<file path="src/rtl/clk_enable_gen.sv">
// clk_enable_gen
// Multi-channel clock divider / enable generator for the display,
// seven-segment and game-logic timing domains. Each channel counts master
// clock cycles up to its divisor and toggles a 50%-duty divided clock at
// every terminal count, with a one-cycle tick per toggle and a one-cycle
// rise strobe per 0->1 toggle.
//
// Optional feature macro: CLKGEN_LOAD_EN
//   defined   : divisors are reloadable through ld_valid/ld_ready/ld_ch/ld_div.
//               A load waits in a single pending slot until the target
//               channel's next terminal count (or a sync).
//   undefined : divisors are fixed to DIV_INIT, the load inputs are ignored
//               and ld_ready is tied low.
//
// Ports
//   clk      in   master clock
//   clr      in   asynchronous active-high reset
//   en       in   per-channel count enable
//   sync     in   synchronous restart of all channels (beats en)
//   ld_valid in   divisor load request
//   ld_ready out  pending slot free
//   ld_ch    in   load target channel (values >= NCH are accepted and dropped)
//   ld_div   in   new divisor
//   clk_out  out  divided clocks, half-period = div+1 cycles
//   tick     out  one-cycle pulse coincident with each clk_out toggle
//   rise     out  one-cycle pulse coincident with each clk_out 0->1 toggle
module clk_enable_gen #(
  parameter int NCH = 3,
  parameter int CW = 28,
  parameter logic [NCH*CW-1:0] DIV_INIT = {28'd10, 28'd10, 28'd4},
  localparam int LCW = (NCH > 1) ? $clog2(NCH) : 1
) (
  input  logic           clk,
  input  logic           clr,
  input  logic [NCH-1:0] en,
  input  logic           sync,
  input  logic           ld_valid,
  output logic           ld_ready,
  input  logic [LCW-1:0] ld_ch,
  input  logic [CW-1:0]  ld_div,
  output logic [NCH-1:0] clk_out,
  output logic [NCH-1:0] tick,
  output logic [NCH-1:0] rise
);

  logic [CW-1:0]  cnt [NCH];
  logic [CW-1:0]  div [NCH];
  logic [NCH-1:0] term;

  // A channel is at terminal count when its counter has reached the active
  // divisor; cnt never passes div because a new divisor lands with cnt=0.
  always_comb begin
    term = '0;
    for (int k = 0; k < NCH; k++) begin
      term[k] = (cnt[k] == div[k]);
    end
  end

  // Per-channel counter and output registers. sync restarts everything in
  // phase; a disabled channel freezes its count and output level.
  always_ff @(posedge clk or posedge clr) begin
    if (clr) begin
      for (int k = 0; k < NCH; k++) begin
        cnt[k] <= '0;
      end
      clk_out <= '0;
      tick    <= '0;
      rise    <= '0;
    end else begin
      for (int k = 0; k < NCH; k++) begin
        if (sync) begin
          cnt[k]     <= '0;
          clk_out[k] <= 1'b0;
          tick[k]    <= 1'b0;
          rise[k]    <= 1'b0;
        end else if (en[k] && term[k]) begin
          cnt[k]     <= '0;
          clk_out[k] <= ~clk_out[k];
          tick[k]    <= 1'b1;
          rise[k]    <= ~clk_out[k];
        end else if (en[k]) begin
          cnt[k]  <= cnt[k] + CW'(1);
          tick[k] <= 1'b0;
          rise[k] <= 1'b0;
        end else begin
          tick[k] <= 1'b0;
          rise[k] <= 1'b0;
        end
      end
    end
  end

`ifdef CLKGEN_LOAD_EN
  logic           pend_valid;
  logic [LCW-1:0] pend_ch;
  logic [CW-1:0]  pend_div;
  logic [NCH-1:0] apply_vec;
  logic           slot_free;
  logic           accept;

  // The pending divisor lands either at its channel's terminal edge (so the
  // half-period in progress finishes on the old divisor) or at a sync.
  always_comb begin
    apply_vec = '0;
    for (int k = 0; k < NCH; k++) begin
      apply_vec[k] = pend_valid && (pend_ch == LCW'(k)) &&
                     (sync || (en[k] && term[k]));
    end
  end

  assign slot_free = |apply_vec;
  assign ld_ready  = ~pend_valid;
  // Out-of-range channels complete the handshake but never occupy the slot.
  assign accept    = ld_valid && ld_ready && (int'(ld_ch) < NCH);

  // Divisor registers and the single pending slot. Acceptance needs an empty
  // slot, so it can never coincide with the slot being freed; a load taken
  // on a sync edge is therefore stored rather than applied.
  always_ff @(posedge clk or posedge clr) begin
    if (clr) begin
      for (int k = 0; k < NCH; k++) begin
        div[k] <= DIV_INIT[k*CW +: CW];
      end
      pend_valid <= 1'b0;
      pend_ch    <= '0;
      pend_div   <= '0;
    end else begin
      for (int k = 0; k < NCH; k++) begin
        if (apply_vec[k]) begin
          div[k] <= pend_div;
        end
      end
      if (accept) begin
        pend_valid <= 1'b1;
        pend_ch    <= ld_ch;
        pend_div   <= ld_div;
      end else if (slot_free) begin
        pend_valid <= 1'b0;
      end
    end
  end
`else
  for (genvar k = 0; k < NCH; k++) begin : g_fixed_div
    assign div[k] = DIV_INIT[k*CW +: CW];
  end

  assign ld_ready = 1'b0;

  logic unused_load;
  assign unused_load = &{1'b0, ld_valid, ld_ch, ld_div};
`endif

endmodule

</file>
<file path="config.mk">
export PLATFORM = sky130hd
export DESIGN_NAME = clk_enable_gen
export DESIGN_NICKNAME = d
export VERILOG_FILES = /design/src/rtl/clk_enable_gen.sv
export SDC_FILE = /design/constraint.sdc
export NUM_CORES = 1
export LEC_CHECK = 0
export CAP_MARGIN = 30
export CORE_ASPECT_RATIO = 1.5
export CORE_UTILIZATION = 52
export CTS_CLUSTER_DIAMETER = 30
export CTS_CLUSTER_SIZE = 25
export DETAILED_ROUTE_END_ITERATION = 10
export MAX_ROUTING_LAYER = met4
export PLACE_DENSITY = 0.77
export SETUP_SLACK_MARGIN = 0.15
export SYNTH_ARGS = -nofsm -noshare
export SYNTH_HDL_FRONTEND = slang
export SYNTH_SLANG_ARGS = --single-unit
</file>
<file path="constraint.sdc">
create_clock -name clk -period 3.05 [get_ports clk]
set_input_delay 0.4575 -clock clk [delete_from_list [all_inputs] [get_ports clk]]
set_output_delay 0.4575 -clock clk [all_outputs]
set_load 0.005 [all_outputs]
</file>
==> impl_results.md <==
- Status: completed
- Share of layout cells above drive strength 1: between 7 and 8%
- Worst R2R Start: cnt[0]
- Synth top area cells: dfrtp_1 (49%), nor2_1 (7.0%), xor2_1 (6.9%)
- Kind of cell adding the most delay to the critical path: simple AND/OR/NAND/NOR gates
- Post-synth EDFFs: 0
- Maximum VDD drop: 0.323 mV
- Max incr delay on CP: 0.63 ns
- Worst setup margin: about 0.67 ns
- Sequential share of the synthesized area: 49.2%
- Final setup viols: 0
- Post-synthesis cell count: 493
- # IOs: 47
- First-pass GRT wire length: 17.1 mm
- Clk_skew: 0.00757 ns
- Cell area after layout: 0.00536 mm2
- Slew at the pin closest to its max-slew limit: 0.538 ns
- Crit-path slowest cell: clkdlybuf4s50_1
- Buffers & Inverters on Critical Path: 1
- Worst-path clk slew: 0.06 ns
- Die X: 79.9 um
- Fill count: 750
- Deepest clock path buffer count: 2
- Post-CTS Resized: 0
- Hold Slack: 0.473 ns
- Vias in the first global route: 3756
- Overall global routing resource usage: 23.6%
- M2 GR Usage: roughly two fifths
- DP Cell Count: 610
- Synth warn: 0
- Final period utilization: around 80%
- Row cnt: 42
- Post-synth top flop: dfrtp_1
- Post-Layout Cell Count: 626
- Placer Congestion: 0.856
- Max-slew headroom: 64.1%
- Highest clock rate: approximately 420 MHz
- Initial antenna violation count: 0
- Largest net degree at the start of global routing: 44
- Later-pin clock latency in the skew report: 0.34 ns
- Drt pass-1 iters: 4
- CP Data Required Time: 3.27 ns
- Syn Nets: 536
- Cts hold-fix bufs: 0
- Hold Violations, Final: 0
- Area of the multi-input gates: 0.00226 mm2
- Starting Density: 53.6%
- FFs w/ async S/R, synth: 100%
- DRC viols: 0
- Die ar.: between 0.009 and 0.01 mm2
- Wirelength, routed: 9.73 mm
- Vias per cell: 5.89
- CTS Root Buffer Type: clkbuf_16
- Critical path class: input port to register
- Total clock sinks: 93
- Max-slew violations: 0
- CP Cell Sequence: clkdlybuf4s50_1 > o211a_1 > nand4_1 > nor4_1 > xnor2_1 > nor2_1
- Syn Std Cell Area: 0.00473 mm2
- FF+latch count, synth: 93
- ANT nets after route: 0
- DR vias: 3687
- Sequential cell area: about 0.0023 mm2
- Synth top area share: 49.2%
- Place WS: 0.411 ns
- Leakage power: around 2.2 nW
- Worst Reg2Reg Path Length in Cells: 6
- TritonCTS buffer count: 9
- RSZ-0062 raised after global routing: false
- Power consumption: 2.58 mW
- CTS HTree Levels: 3
- Util after Layout: 60.8%
- FF-to-FF setup slack: 0.83 ns
- Hold Crit Class: input port to async pin
- Area grow syn2layout: 13.4%
- Drt wl/cell: 15.5 um
- Nets@finish: 554
- CP Data Arrival Time: 2.59 ns
- R2R Path End: cnt[26]
- Die H: 119 um
- Busiest layer in global routing: met2
- Core Area: 0.00883 mm2
- Count of cell types in the netlist: 45
- GRT overflow: 0
- Final min period: 2.38 ns
- DP HPWL: between 6 and 7 mm
- Avg Cell Area, Syn: 9.60 um2
- Max-cap violations: 0
- CP endpoint kind: register
- Critical path peak fanout: 11
- DRT iter0 DRCs: about 250
- Placed cell area: roughly 0.0050 mm2
- ANT cells: 0
- Setup bufs post-CTS: 0
- Startpoint Class: input port
- Leading area contributor after synthesis: dfrtp_1
- CTS tree: done
- GR Layer Usage met3: 3.83%
- Met1 Use GR: 27.8%
- Buffers on Ports: 14
- Setup TNS Final: 0 ns
- Pwr per Cell Area: between 400 and 500 mW/mm2
## cells in the mapped netlist (2+ instances only)
master / n
or4_4: 2
or2_2: 2
nand2b_1: 2
inv_1: 17
or3_1: 6
dfrtp_1: 93
and2_1: 2
and3_1: 8
clkbuf_1: 15
o21bai_1: 2
a21o_1: 3
nor4b_1: 10
xnor2_1: 32
a22o_1: 2
xor2_1: 37
a21oi_1: 6
nand4_1: 23
nor2_1: 88
nand2_1: 27
nor4_1: 22
o211a_1: 2
o211ai_1: 2
ha_1: 6
o2111ai_1: 3
o21ai_0: 16
nor3_1: 13
nand3_1: 24
a31oi_1: 3
and4_1: 9
## worst reg2reg max path, cell delays in order, from the launching register on
cell	delay (ns)
dfrtp_1	0.42
ha_1	0.20
o211a_1	0.23
nand4_1	0.41
nor4_1	0.60
xnor2_1	0.18
nor2_1	0.05
## how the worst max path moves through the flow
stage | cells past startpoint | start | end | slack [ns]
finish | 6 | en[2] | cnt[26] | 0.67
global route | 6 | en[2] | cnt[26] | 0.59
CTS | 6 | en[2] | cnt[26] | 0.69
detailed placement | 6 | en[2] | cnt[26] | 0.41
global placement | 6 | en[2] | cnt[23] | 0.47
floorplan | 1 | clr | clk_out[0] | 0.17
## layout by cell type (no fill, tap or decap), types with 9 or more instances in the layout
| master | instances |
|---|---|
| xnor2_1 | 32 |
| xor2_1 | 37 |
| nor4b_1 | 10 |
| nand2_1 | 27 |
| o21ai_0 | 13 |
| nor2_1 | 88 |
| nor4_1 | 22 |
| nand4_1 | 23 |
| nor3_1 | 13 |
| and4_1 | 9 |
| dfrtp_1 | 93 |
| clkdlybuf4s50_1 | 14 |
| clkbuf_16 | 9 |
| nand3_1 | 24 |
| buf_4 | 11 |
| inv_1 | 16 |
## power by group
group          leakage [nW]  internal, mW  switching (mW)
clock                 0.156         0.763           0.448
combinational         0.797        0.0372          0.0783
sequential             1.30          1.24          0.0111
total                  2.25          2.04           0.537
## layout make-up
type,instances,area share (%)
clock buffer,13,4.85
clock inverter,3,1.26
inverter,17,1.21
multi-input combinational,364,42.2
sequential,93,43.4
tap,110,2.57
timing repair buffer,26,4.53
## layer usage
metal  up-vias  share of wire, %
met1      1846                42
met3        16               2.9
met5         -                 0
li1       1761                 -
met2        64                53
met4         0               2.1
## flip-flops by register name, summed over array words and instances (netlist names)
register,cells
clk_out,3
rise,3
tick,3
cnt,84
## cell families (layout without fill, tap and decap cells)
logic type | after synthesis | after routing | synth area share (%)
AOI/OAI and AO/OA | 45 | 45 | 6.43
adders and majority gates | 6 | 6 | 1.59
other | 1 | 1 | 0.0793
buffers and inverters | 36 | 59 | 3.12
and+or+nand+nor | 243 | 243 | 26.8
DFF | 93 | 93 | 49.2
xor gates and xnor gates | 69 | 69 | 12.8
Note: power is estimated with default switching activity, not from simulation.
